--- src/rtl/panda_id_ex_stage.sv ---
// rtl/panda_id_ex_stage.sv - Panda decode-to-execute stage with operand forwarding and load-use stall
//
// panda_pkg           : ALU operator encoding shared with panda_alu.
// panda_id_ex_stage
//   clk_i, rst_ni     : core clock, asynchronous active-low reset
//   flush_i           : drop held instruction, refuse incoming one
//   id_*              : decoded instruction handshake and payload
//   rf_rdata_a/b_i    : register-file read data for rs1/rs2
//   alu_result_i      : EX forward source
//   wb_we/rd/data_i   : WB forward source
//   ex_ready_i        : EX consumes the held instruction
//   ex_*_o            : registered instruction presented to EX

package panda_pkg;

  typedef enum logic [3:0] {
    ALU_ADD  = 4'd0,
    ALU_SUB  = 4'd1,
    ALU_XOR  = 4'd2,
    ALU_OR   = 4'd3,
    ALU_AND  = 4'd4,
    ALU_SLL  = 4'd5,
    ALU_SRL  = 4'd6,
    ALU_SRA  = 4'd7,
    ALU_SLT  = 4'd8,
    ALU_SLTU = 4'd9
  } alu_operator_e;

endpackage

module panda_id_ex_stage
  import panda_pkg::*;
#(
  parameter int Width = 32
) (
  input  logic                 clk_i,
  input  logic                 rst_ni,
  input  logic                 flush_i,

  input  logic                 id_valid_i,
  output logic                 id_ready_o,
  input  alu_operator_e        id_operator_i,
  input  logic [4:0]           id_rs1_i,
  input  logic [4:0]           id_rs2_i,
  input  logic [4:0]           id_rd_i,
  input  logic [1:0]           id_rs_used_i,
  input  logic                 id_rd_we_i,
  input  logic                 id_is_load_i,
  input  logic                 id_op_a_sel_i,
  input  logic                 id_op_b_sel_i,
  input  logic [Width-1:0]     id_pc_i,
  input  logic [Width-1:0]     id_imm_i,

  input  logic [Width-1:0]     rf_rdata_a_i,
  input  logic [Width-1:0]     rf_rdata_b_i,

  input  logic [Width-1:0]     alu_result_i,
  input  logic                 wb_we_i,
  input  logic [4:0]           wb_rd_i,
  input  logic [Width-1:0]     wb_data_i,

  input  logic                 ex_ready_i,
  output logic                 ex_valid_o,
  output alu_operator_e        ex_operator_o,
  output logic [Width-1:0]     ex_operand_a_o,
  output logic [Width-1:0]     ex_operand_b_o,
  output logic [Width-1:0]     ex_rs2_data_o,
  output logic [4:0]           ex_rd_o,
  output logic                 ex_rd_we_o,
  output logic                 ex_is_load_o
);

  logic             hazard;
  logic             transfer;
  logic             ex_fwd_en;
  logic [Width-1:0] rs1_val;
  logic [Width-1:0] rs2_val;
  logic [Width-1:0] op_a;
  logic [Width-1:0] op_b;

  // A load's data only exists in WB, so a dependent reader must wait one cycle.
  // Loads to x0 never produce a usable value and are not a hazard.
  always_comb begin
    hazard = ex_valid_o && ex_is_load_o && ex_rd_we_o && (ex_rd_o != 5'd0) &&
             ((id_rs_used_i[0] && (id_rs1_i == ex_rd_o)) ||
              (id_rs_used_i[1] && (id_rs2_i == ex_rd_o)));
  end

  assign id_ready_o = !flush_i && !hazard && (!ex_valid_o || ex_ready_i);
  assign transfer   = id_valid_i && id_ready_o;

  // The ALU result is only meaningful for non-load instructions held in EX.
  assign ex_fwd_en = ex_valid_o && ex_rd_we_o && !ex_is_load_o;

  // Priority: x0, then EX (younger), then WB, then register file.
  always_comb begin
    rs1_val = rf_rdata_a_i;
    if (id_rs1_i == 5'd0) begin
      rs1_val = '0;
    end else if (ex_fwd_en && (ex_rd_o == id_rs1_i)) begin
      rs1_val = alu_result_i;
    end else if (wb_we_i && (wb_rd_i == id_rs1_i)) begin
      rs1_val = wb_data_i;
    end
  end

  always_comb begin
    rs2_val = rf_rdata_b_i;
    if (id_rs2_i == 5'd0) begin
      rs2_val = '0;
    end else if (ex_fwd_en && (ex_rd_o == id_rs2_i)) begin
      rs2_val = alu_result_i;
    end else if (wb_we_i && (wb_rd_i == id_rs2_i)) begin
      rs2_val = wb_data_i;
    end
  end

  assign op_a = id_op_a_sel_i ? id_pc_i  : rs1_val;
  assign op_b = id_op_b_sel_i ? id_imm_i : rs2_val;

  // Flush only clears the valid bit; payload may hold stale data.
  always_ff @(posedge clk_i or negedge rst_ni) begin
    if (!rst_ni) begin
      ex_valid_o     <= 1'b0;
      ex_operator_o  <= ALU_ADD;
      ex_operand_a_o <= '0;
      ex_operand_b_o <= '0;
      ex_rs2_data_o  <= '0;
      ex_rd_o        <= 5'd0;
      ex_rd_we_o     <= 1'b0;
      ex_is_load_o   <= 1'b0;
    end else if (flush_i) begin
      ex_valid_o <= 1'b0;
    end else if (transfer) begin
      ex_valid_o     <= 1'b1;
      ex_operator_o  <= id_operator_i;
      ex_operand_a_o <= op_a;
      ex_operand_b_o <= op_b;
      ex_rs2_data_o  <= rs2_val;
      ex_rd_o        <= id_rd_i;
      ex_rd_we_o     <= id_rd_we_i;
      ex_is_load_o   <= id_is_load_i;
    end else if (ex_valid_o && ex_ready_i) begin
      ex_valid_o <= 1'b0;
    end
  end

endmodule
--- config.mk ---
export PLATFORM = sky130hd
export DESIGN_NAME = panda_id_ex_stage
export DESIGN_NICKNAME = d
export VERILOG_FILES = /design/src/rtl/panda_id_ex_stage.sv
export SDC_FILE = /design/constraint.sdc
export NUM_CORES = 1
export LEC_CHECK = 0
export CAP_MARGIN = 10
export CORE_MARGIN = 2
export CORE_UTILIZATION = 43
export CTS_CLUSTER_SIZE = 40
export DETAILED_ROUTE_END_ITERATION = 8
export GPL_TIMING_DRIVEN = 0
export PLACE_DENSITY = 0.86
export SYNTH_ARGS = -nofsm -noshare
export SYNTH_HDL_FRONTEND = slang
export SYNTH_SLANG_ARGS = --single-unit
--- constraint.sdc ---
create_clock -name clk_i -period 2.5 [get_ports clk_i]
set_input_delay 0.625 -clock clk_i [delete_from_list [all_inputs] [get_ports clk_i]]
set_output_delay 0.625 -clock clk_i [all_outputs]
set_load 0.005 [all_outputs]
Word level (Yosys, flattened, before mapping) --
Cells that the tools add are included.
Word-level totals: flip-flop bits (word level) 108, bits of input ports 228, output and inout bits 109, logic and storage cells 53
Operators by class: equality and inequality tests 6, muxes and demuxes 11, bitwise logic cells 1, reductions and logical operators 27
Operators with widths (number):
- $mux W32 | 8
- $eq A5 B5 Y1 | 6
- $logic_and A1 B1 Y1 | 16
- $logic_not A5 Y1 | 2
- $reduce_bool A5 Y1 | 1
- $logic_not A1 Y1 | 4
- $mux W1 | 3
- $reduce_bool A3 Y1 | 1
- $logic_or A1 B1 Y1 | 2
- $reduce_and A2 Y1 | 1
- $not A1 Y1 | 1

Depth between registers and ports, before layout --
Gate-level depths: netlist of run 1.
depth after elaboration 10, depth in mapped cells 7, depth with buffers taken out 5

Worst setup path before layout of run 1 --
OpenSTA, ideal clock, no wires.
path kind in2out, start input port id_rs2_i[4], end output port id_ready_o, arrival 1647 ps, required time 1875 ps, setup slack 228 ps, stages on the path 6, cell sequence xnor2_1 nand3_1 o22ai_2 nand2_1 buf_2 and2_1
On the way: word-level cells in the longest chain between the ends 7
Ends and longest elaborated chain:
- from (decl) | line 44 | input logic [4:0] id_rs2_i,
- $eq A5 B5 Y1 | line 86 | (id_rs_used_i[1] && (id_rs2_i == ex_rd_o)));
- $logic_and A1 B1 Y1 | line 86
- $logic_or A1 B1 Y1 | line 85 | ((id_rs_used_i[0] && (id_rs1_i == ex_rd_o)) ||
- $logic_and A1 B1 Y1 | line 84 | hazard = ex_valid_o && ex_is_load_o && ex_rd_we_o && (ex_rd_o != 5'd0) &&
- $logic_not A1 Y1 | line 89 | assign id_ready_o = !flush_i && !hazard && (!ex_valid_o || ex_ready_i);
- $logic_and A1 B1 Y1 (2 in series) | line 89
- to (decl) | line 41 | output logic id_ready_o,
No other way between the ends.

Final worst setup path of run 1 --
start register ex_rd_o[0], end register ex_operand_b_o[7]
On the way: word-level cells in the longest chain between the ends 9
Ends and longest elaborated chain:
- from (decl) | line 68 | output logic [4:0] ex_rd_o,
- from (signal assigned) | line 140 | ex_rd_o <= id_rd_i;
- $eq A5 B5 Y1, on equally long branches | line 85, 86, 111
- $logic_and A1 B1 Y1, on equally long branches | line 85, 86
- $logic_or A1 B1 Y1 | line 85
- $logic_and A1 B1 Y1 | line 84
- $logic_not A1 Y1 | line 89
- $logic_and A1 B1 Y1 (2 in series) | line 89
- $logic_and A1 B1 Y1 | line 90 | assign transfer = id_valid_i && id_ready_o;
- $reduce_and A2 Y1 (no line)
- to (signal assigned) | line 138 | ex_operand_b_o <= op_b;
- to (decl) | line 66 | output logic [Width-1:0] ex_operand_b_o,
Parallel ways exist; a longest one is shown, timed or not. A chain may end at the register's enable or synchronous reset.

==> summary.txt, run 1 <==
Outcome
  – Status: finished clean

Cells and area
  – Layout cell share with drive strength beyond 1: 0.08962
  – Fin nets: 1,495
  – Final instance area: 0.01163 mm²
  – Synth-to-layout area growth: 55.96%

Place
  – Placer Congestion: 0.9520
  – DP Area: 0.01110 mm²
  – DP HPWL: approximately 26 mm
  – I/O Buffers: 333
  – Placement Setup Slack: -1.159 ns

Power
  – Max VDD drop: between 0.3 and 0.4 mV
  – Final Total Pwr: 6.104 mW
  – Pleak: 4.688 nW
  – Pwr/cell area: 524.8 mW/mm²

Min path
  – HP Class: input port to async pin

Yosys
  – Count leader, synth: inv_1
  – Flops & latches, synth: between 100 and 150
  – Yosys cell types: 36
  – Syn Inst Count: roughly 920
  – Top post-synthesis cells by count: 128 x inv_1, 108 x dfrtp_1, 86 x o21ai_0
  – Area contributors post-synth: dfrtp_1 36%, a32oi_1 7.5%, inv_1 6.4%
  – Asr flop ratio synth: 1.000
  – Syn Nets: 1,144
  – Synthesized cell area: 0.007457 mm²
  – Top-area cell type share of the netlist area: 0.3624
  – EDFF count, synth: 0
  – Yosys warns: 0
  – Ys flop type: dfrtp_1
  – Mean post-synth cell area: between 8 and 9 µm²
  – Dominant cell type by area after synthesis: dfrtp_1
  – Sequential area share after synthesis: 0.3624

Route
  – Iter 0 DRT Violations: 930
  – Drt total wl: 33.36 mm
  – Via Count: 9,032
  – Wire per inst: 22.25 µm
  – WL met1: 13.39 mm
  – Drc violations: 0
  – Detailed Routing Iterations Pass 1: 6
  – Routed length on met3: 2.969 mm
  – Post-route ant nets: 0
  – Highest metal used: met5
  – Met2 wire len: 15.37 mm
  – Post-DR vias/cell: 6.025

Clock network
  – CTS tree: done
  – CTS Hold Buffers Added: 0
  – Number of buffers created by CTS: 9
  – CTS Sinks: 108
  – Clock buffer depth: 2
  – Htree depth: 3
  – CTS clk-pin slew, worst paths: 0.08 ns
  – Root buffer cell: clkbuf_16
  – Clk_lat worst skew: 0.36 ns

Timing
  – Final Max Tran Viols: 0
  – Max-slew headroom: 0.5089
  – Final Cycle Share: 0.9850
  – Fin Clk Skew: 0.01213 ns
  – Setup TNS: 0 ns
  – Peak Freq: 406.1 MHz
  – Fin crit period: 2.463 ns
  – Worst-margin pin slew: 0.7366 ns
  – Final WS setup: around 0.037 ns
  – Unrepaired setup endpoints after global routing: yes
  – Final setup viols: 0
  – Final Hold Viols: 0

Setup path
  – Flop-to-flop setup slack: 0.04 ns
  – CP arrival: 2.68 ns
  – CP startpoint kind: register
  – Worst EP required: ~2.7 ns
  – Crit-path max FO: 10
  – Worst Setup End Kind: register
  – Worst Path Class, Setup: register to register

Floorplanning
  – I/O pin count: 337
  – Die height: 135.7 µm
  – Core footprint: 0.01712 mm²
  – Die W: roughly 140 µm
  – Die area: between 0.015 and 0.02 mm²
  – Initial Util: 0.4357
  – Rows: 48

GRT
  – Global-route wire length before repair: 48.84 mm
  – Grt total ovfl: 0
  – Largest net degree at the start of global routing: 57
  – Vias in the first global route: 8,663
  – Tot GR Track Use: 0.3506
  – Initial antenna violation count: 3

Run
  – Max-Cap Viols: 0
[metal layers]
metal,vias to the layer above,GRT usage
met4,2,0.1644
li1,4098,-
met3,117,0.07108
met2,549,0.5676
met5,-,0
met1,4266,0.4505
[worst paths after layout]
kind / startpoint / endpoint / cells past startpoint
min reg2reg: ex_operator_o[2]$_DFFE_PN0P_ / ex_operator_o[2]$_DFFE_PN0P_ / 1
min in group clk_i: ex_operator_o[2]$_DFFE_PN0P_ / ex_operator_o[2]$_DFFE_PN0P_ / 1
max in group asynchronous: rst_ni / ex_rd_o[2]$_DFFE_PN0P_ / 2
max: ex_rd_o[0]$_DFFE_PN0P_ / ex_operand_b_o[7]$_DFFE_PN0P_ / 7
max reg2reg: ex_rd_o[0]$_DFFE_PN0P_ / ex_operand_b_o[7]$_DFFE_PN0P_ / 7
min: rst_ni / ex_operand_b_o[7]$_DFFE_PN0P_ / 1
[power by group]
group	switching [mW]	internal, mW
clock network	0.699	0.810
logic	1.04	1.27
registers	0.219	2.06
[cells by family (layout without fill, tap and decap cells)]
family,Yosys count,in the layout,synth area share
compound gates,391,391,0.3465
xor+xnor,20,20,0.02349
buf+inv,230,586,0.1218
flops,108,108,0.3624
mux,43,43,0.05956
other cells,0,2,0
simple gates,124,124,0.08624
[cell type report]
class                   instances  area, µm²
fillers                      1457       5487
multi-input cells             578       4010
repair buffers                343       3395
flip-flops and latches        108       2708
inverters                     128      480.5
plain buffers                  99      447.9
well taps                     225      281.5
clock buffers                  11      242.7
clock inverters                 5      60.06
diodes                          2      5.005
[per-stage QoR]
step | std cells | utilization | hold WS, ns
6_report | 1499 | 0.6795 | 0.3034
5_1_grt | 1497 | 0.6792 | 0.3573
4_1_cts | 1498 | 0.6752 | 0.3295
3_5_place_dp | 1475 | 0.6483 | 0.4777
3_3_place_gp | 1474 | 0.6469 | 0.4706
2_1_floorplan | 916 | - | 0.3294
[state kept, by name, summed over array words and instances (netlist names)]
signal,count
ex_operator_o,4
ex_valid_o,1
ex_rd_we_o,1
ex_is_load_o,1
ex_operand_b_o,32
ex_rd_o,5
ex_operand_a_o,32
ex_rs2_data_o,32
[repair_timing]
action,CTS,global route
endpoints found under the hold margin,0,0
setup endpoints to repair,106,96
buffers inserted,7,2
gates resized for setup,46,52
pin swaps,10,10
cloned,0,0
[placed cells by master (no fill, tap or decap), types with 5 or more instances in the layout]
master	instances
a21boi_0	32
buf_4	14
xnor2_1	7
a32oi_1	63
nand3_2	5
clkbuf_1	53
o21ai_1	11
mux2i_1	32
dfrtp_1	104
o21ai_0	86
a311o_1	32
clkbuf_16	9
clkbuf_2	19
clkdlybuf4s50_1	321
a21oi_1	65
nor3_1	33
nand3_1	66
inv_1	128
buf_2	24
mux2_1	8
a31oi_1	64
xnor2_2	12
o22ai_1	32
[worst max-delay path: stages (launching register included)]
cell,delay [ns]
dfrtp_2,0.49
xnor2_2,0.25
buf_4,0.15
and3_1,0.51
clkbuf_1,0.41
a31oi_1,0.14
o21ai_0,0.18
a32oi_1,0.18
Power figures use the tool's default switching activity.
==> run 2: changes to the inputs <==
Settings changed: CAP_MARGIN 10 to 20.
==> results of run 2 <==
No change in the layout: final DEF, timing and power equal those of run 1.
==> run 3: changes to the inputs <==
Settings changed: CORE_MARGIN 2 to 4.
==> summary.txt, run 3 (synthesized netlist as in run 1, its figures left out) <==
Setup path
  – Crit path cell chain: clkdlybuf4s15_1 -> or4_1 -> o21bai_1 -> clkbuf_1 -> a311o_1 -> a32oi_1
  – Crit-path leading delay family: compound AO/OA/AOI/OAI gates
  – Worst path slowest cell: or4_1
  – Worst Path Class, Setup: input port to register
  – Crit-path max cell delay: 0.59 ns (+0.08 ns)
  – CP startpoint kind: input port
  – Crit-path max FO: 10 (unchanged)
  – Worst path bufs/invs: 2 (unchanged)
  – Worst EP required: 2.72 ns (about the same)
  – CP arrival: 2.70 ns (+0.02 ns)
  – Worst Setup End Kind: register

GRT
  – Grt total ovfl: 0 (unchanged)
  – Largest net degree at the start of global routing: 63 (+11%)
  – Initial antenna violation count: 1 (-2)
  – GR Util met3: 0.07650 (+0.005420)
  – Met2 Usage GRT: 0.5455 (-0.02217)
  – Busiest layer in global routing: met2
  – Met1 Resource Use GR: 0.4502 (about the same)
  – Global-route wire length before repair: 52.25 mm (+7.0%)
  – Tot GR Track Use: 0.3416 (-0.008942)
  – Vias in the first global route: 8,901 (+2.7%)

Power
  – Register share of total power: 0.372 (-0.002)
  – Clk pwr share: 0.242 (-0.005)
  – Pwr/cell area: 525.1 mW/mm² (about the same)
  – Psw: 2.048 mW (+4.6%)
  – Combinational group share of total power: 0.386 (+0.007)
  – Switching part of the total: 0.3339 (+0.01295)
  – Pleak: 4.721 nW (+0.70%)
  – Internal Power: 4.086 mW (-1.4%)
  – Max VDD drop: 0.3785 mV (+15%)

Floorplanning
  – Die height: 139.7 µm (+2.9%)
  – I/O pin count: 337 (unchanged)
  – Rows: 47 (-2.1%)
  – Die area: 0.01951 mm² (+6.0%)
  – Initial Util: 0.4449 (+0.009270)
  – Core footprint: 0.01676 mm² (-2.1%)
  – Die W: 139.7 µm (+2.9%)

Run
  – Max-Cap Viols: 0 (unchanged)

Cells and area
  – Layout cell share with drive strength beyond 1: 0.09382 (+0.004201)
  – Post-Layout Cell Count: 1,500 (+0.067%)
  – Final instance area: 0.01168 mm² (+0.44%)
  – Leading cell types in the layout, fill and taps excluded: 320 x clkdlybuf4s50_1, 128 x inv_1, 103 x dfrtp_1
  – Top flop regs: ex_operand_a_o x32, ex_operand_b_o x32, ex_rs2_data_o x32
  – Filler instances: 1,381 (-5.2%)
  – Synth-to-layout area growth: 56.64%
  – Fin nets: 1,502 (+0.47%)
  – Commonest non-fill, non-tap cell in the layout: clkdlybuf4s50_1

Timing
  – Setup TNS: 0 ns (unchanged)
  – Final setup viols: 0 (unchanged)
  – Final Cycle Share: 0.9917 (+0.006664)
  – Fin crit period: 2.479 ns (+0.01666 ns)
  – Final Hold Viols: 0 (unchanged)
  – Final Max Tran Viols: 0 (unchanged)
  – Worst-margin pin slew: 0.7361 ns (-0.0004817 ns)
  – Fin Clk Skew: 0.007871 ns (-0.004260 ns)
  – Max-slew headroom: 0.5093 (about the same)
  – Peak Freq: 403.3 MHz (-0.67%)

Clock network
  – CTS clk-pin slew, worst paths: 0.08 ns (about the same)
  – Clk_lat worst skew: 0.37 ns (about the same)
  – Clock buffer depth: 2 (unchanged)
  – CTS Hold Buffers Added: 0 (unchanged)
  – CTS Sinks: 108 (unchanged)
  – Htree depth: 3 (unchanged)
  – CTS tree: done
  – Root buffer cell: clkbuf_16
  – Number of buffers created by CTS: 9 (unchanged)

Place
  – Placed insts: 1,470 (-0.34%)
  – DP Area: 0.01109 mm² (about the same)
  – DP HPWL: 27.72 mm (+5.8%)
  – I/O Buffers: 333 (unchanged)
  – Placer Congestion: 0.9936 (+4.4%)

Min path
  – HP Class: input port to async pin

Route
  – Iter 0 DRT Violations: 861 (-7.4%)
  – Detailed Routing Iterations Pass 1: 5 (-1)
  – Drc violations: 0 (unchanged)
  – Post-route ant nets: 0 (unchanged)
  – Post-DR vias/cell: 6.171 (+2.4%)
  – Drt total wl: 35.52 mm (+6.5%)
  – Wire per inst: 23.68 µm (+6.4%)
  – Via Count: 9,257 (+2.5%)

Outcome
  – Status: finished clean
## run 3: cell types whose count changed in the layout (fill, tap and decap cells not counted), sizes merged, moves of 2 or more
cell and delta:
buf +8, clkbuf -3, inv +2, clkdlybuf4s15 +4, dlygate4sd2 -2
## run 3: path summary, 6_finish.rpt
kind	slack [ns]	from	cells after the start	to
worst max-delay path	0.02	id_rs1_i[1]	6	ex_operand_a_o[16]$_DFFE_PN0P_
worst min-delay path	0.26	rst_ni	1	ex_rs2_data_o[9]$_DFFE_PN0P_
worst max register to register	0.07	ex_rd_o[2]$_DFFE_PN0P_	11	ex_operand_a_o[19]$_DFFE_PN0P_
worst min register to register	0.49	ex_operator_o[2]$_DFFE_PN0P_	1	ex_operator_o[2]$_DFFE_PN0P_
max in group asynchronous	1.47	rst_ni	2	ex_rd_o[2]$_DFFE_PN0P_
min in group clk_i	0.49	ex_operator_o[2]$_DFFE_PN0P_	1	ex_operator_o[2]$_DFFE_PN0P_
## run 3: final cells by class
class	instances	area (µm²)	share of cell area
well taps	220	275.3	0.02356
inverters	128	480.5	0.04113
multi-input cells	578	4013	0.3435
clock inverters	6	55.05	0.004713
diodes	1	2.502	0.0002142
clock buffers	10	239.0	0.02046
plain buffers	98	442.9	0.03792
flip-flops and latches	108	2709	0.2319
repair buffers	351	3465	0.2966
## run 3: power groups by stage
stage | Sequential, mW | Combinational, mW | Clock (mW)
6_report | 2.28 | 2.37 | 1.48
2_1_floorplan | 2.29 | 0.804 | 0
3_3_place_gp | 2.29 | 2.15 | 0
4_1_cts | 2.27 | 2.30 | 1.49
5_1_grt | 2.32 | 2.51 | 1.55
3_5_place_dp | 2.29 | 2.20 | 0
## run 3: through the flow
stage / util / hold slack (ns) / total power [mW] / setup slack, ns
final: 0.6970 / 0.2577 / 6.134 / 0.02073
after global routing: 0.6970 / 0.3134 / 6.385 / -0.02651
after CTS: 0.6929 / 0.2846 / 6.059 / 0.003365
after detailed placement: 0.6617 / 0.4844 / 4.494 / -1.212
after global placement: 0.6602 / 0.4679 / 4.440 / -3.453
after floorplan: - / 0.3294 / 3.096 / 0.2281
## run 3: timing repair
item                       4_1_cts  5_1_grt
setup endpoints to repair      105       84
pin swaps                       15       11
buffers inserted                13        4
resized for setup               58       49
## run 3: per-layer routing
layer	wire (µm)	share of wire	up-vias
met5	0	0	-
met4	1537	0.043	0
met3	3509	0.099	104
met2	16290	0.46	612
met1	14180	0.40	4425
li1	-	-	4116
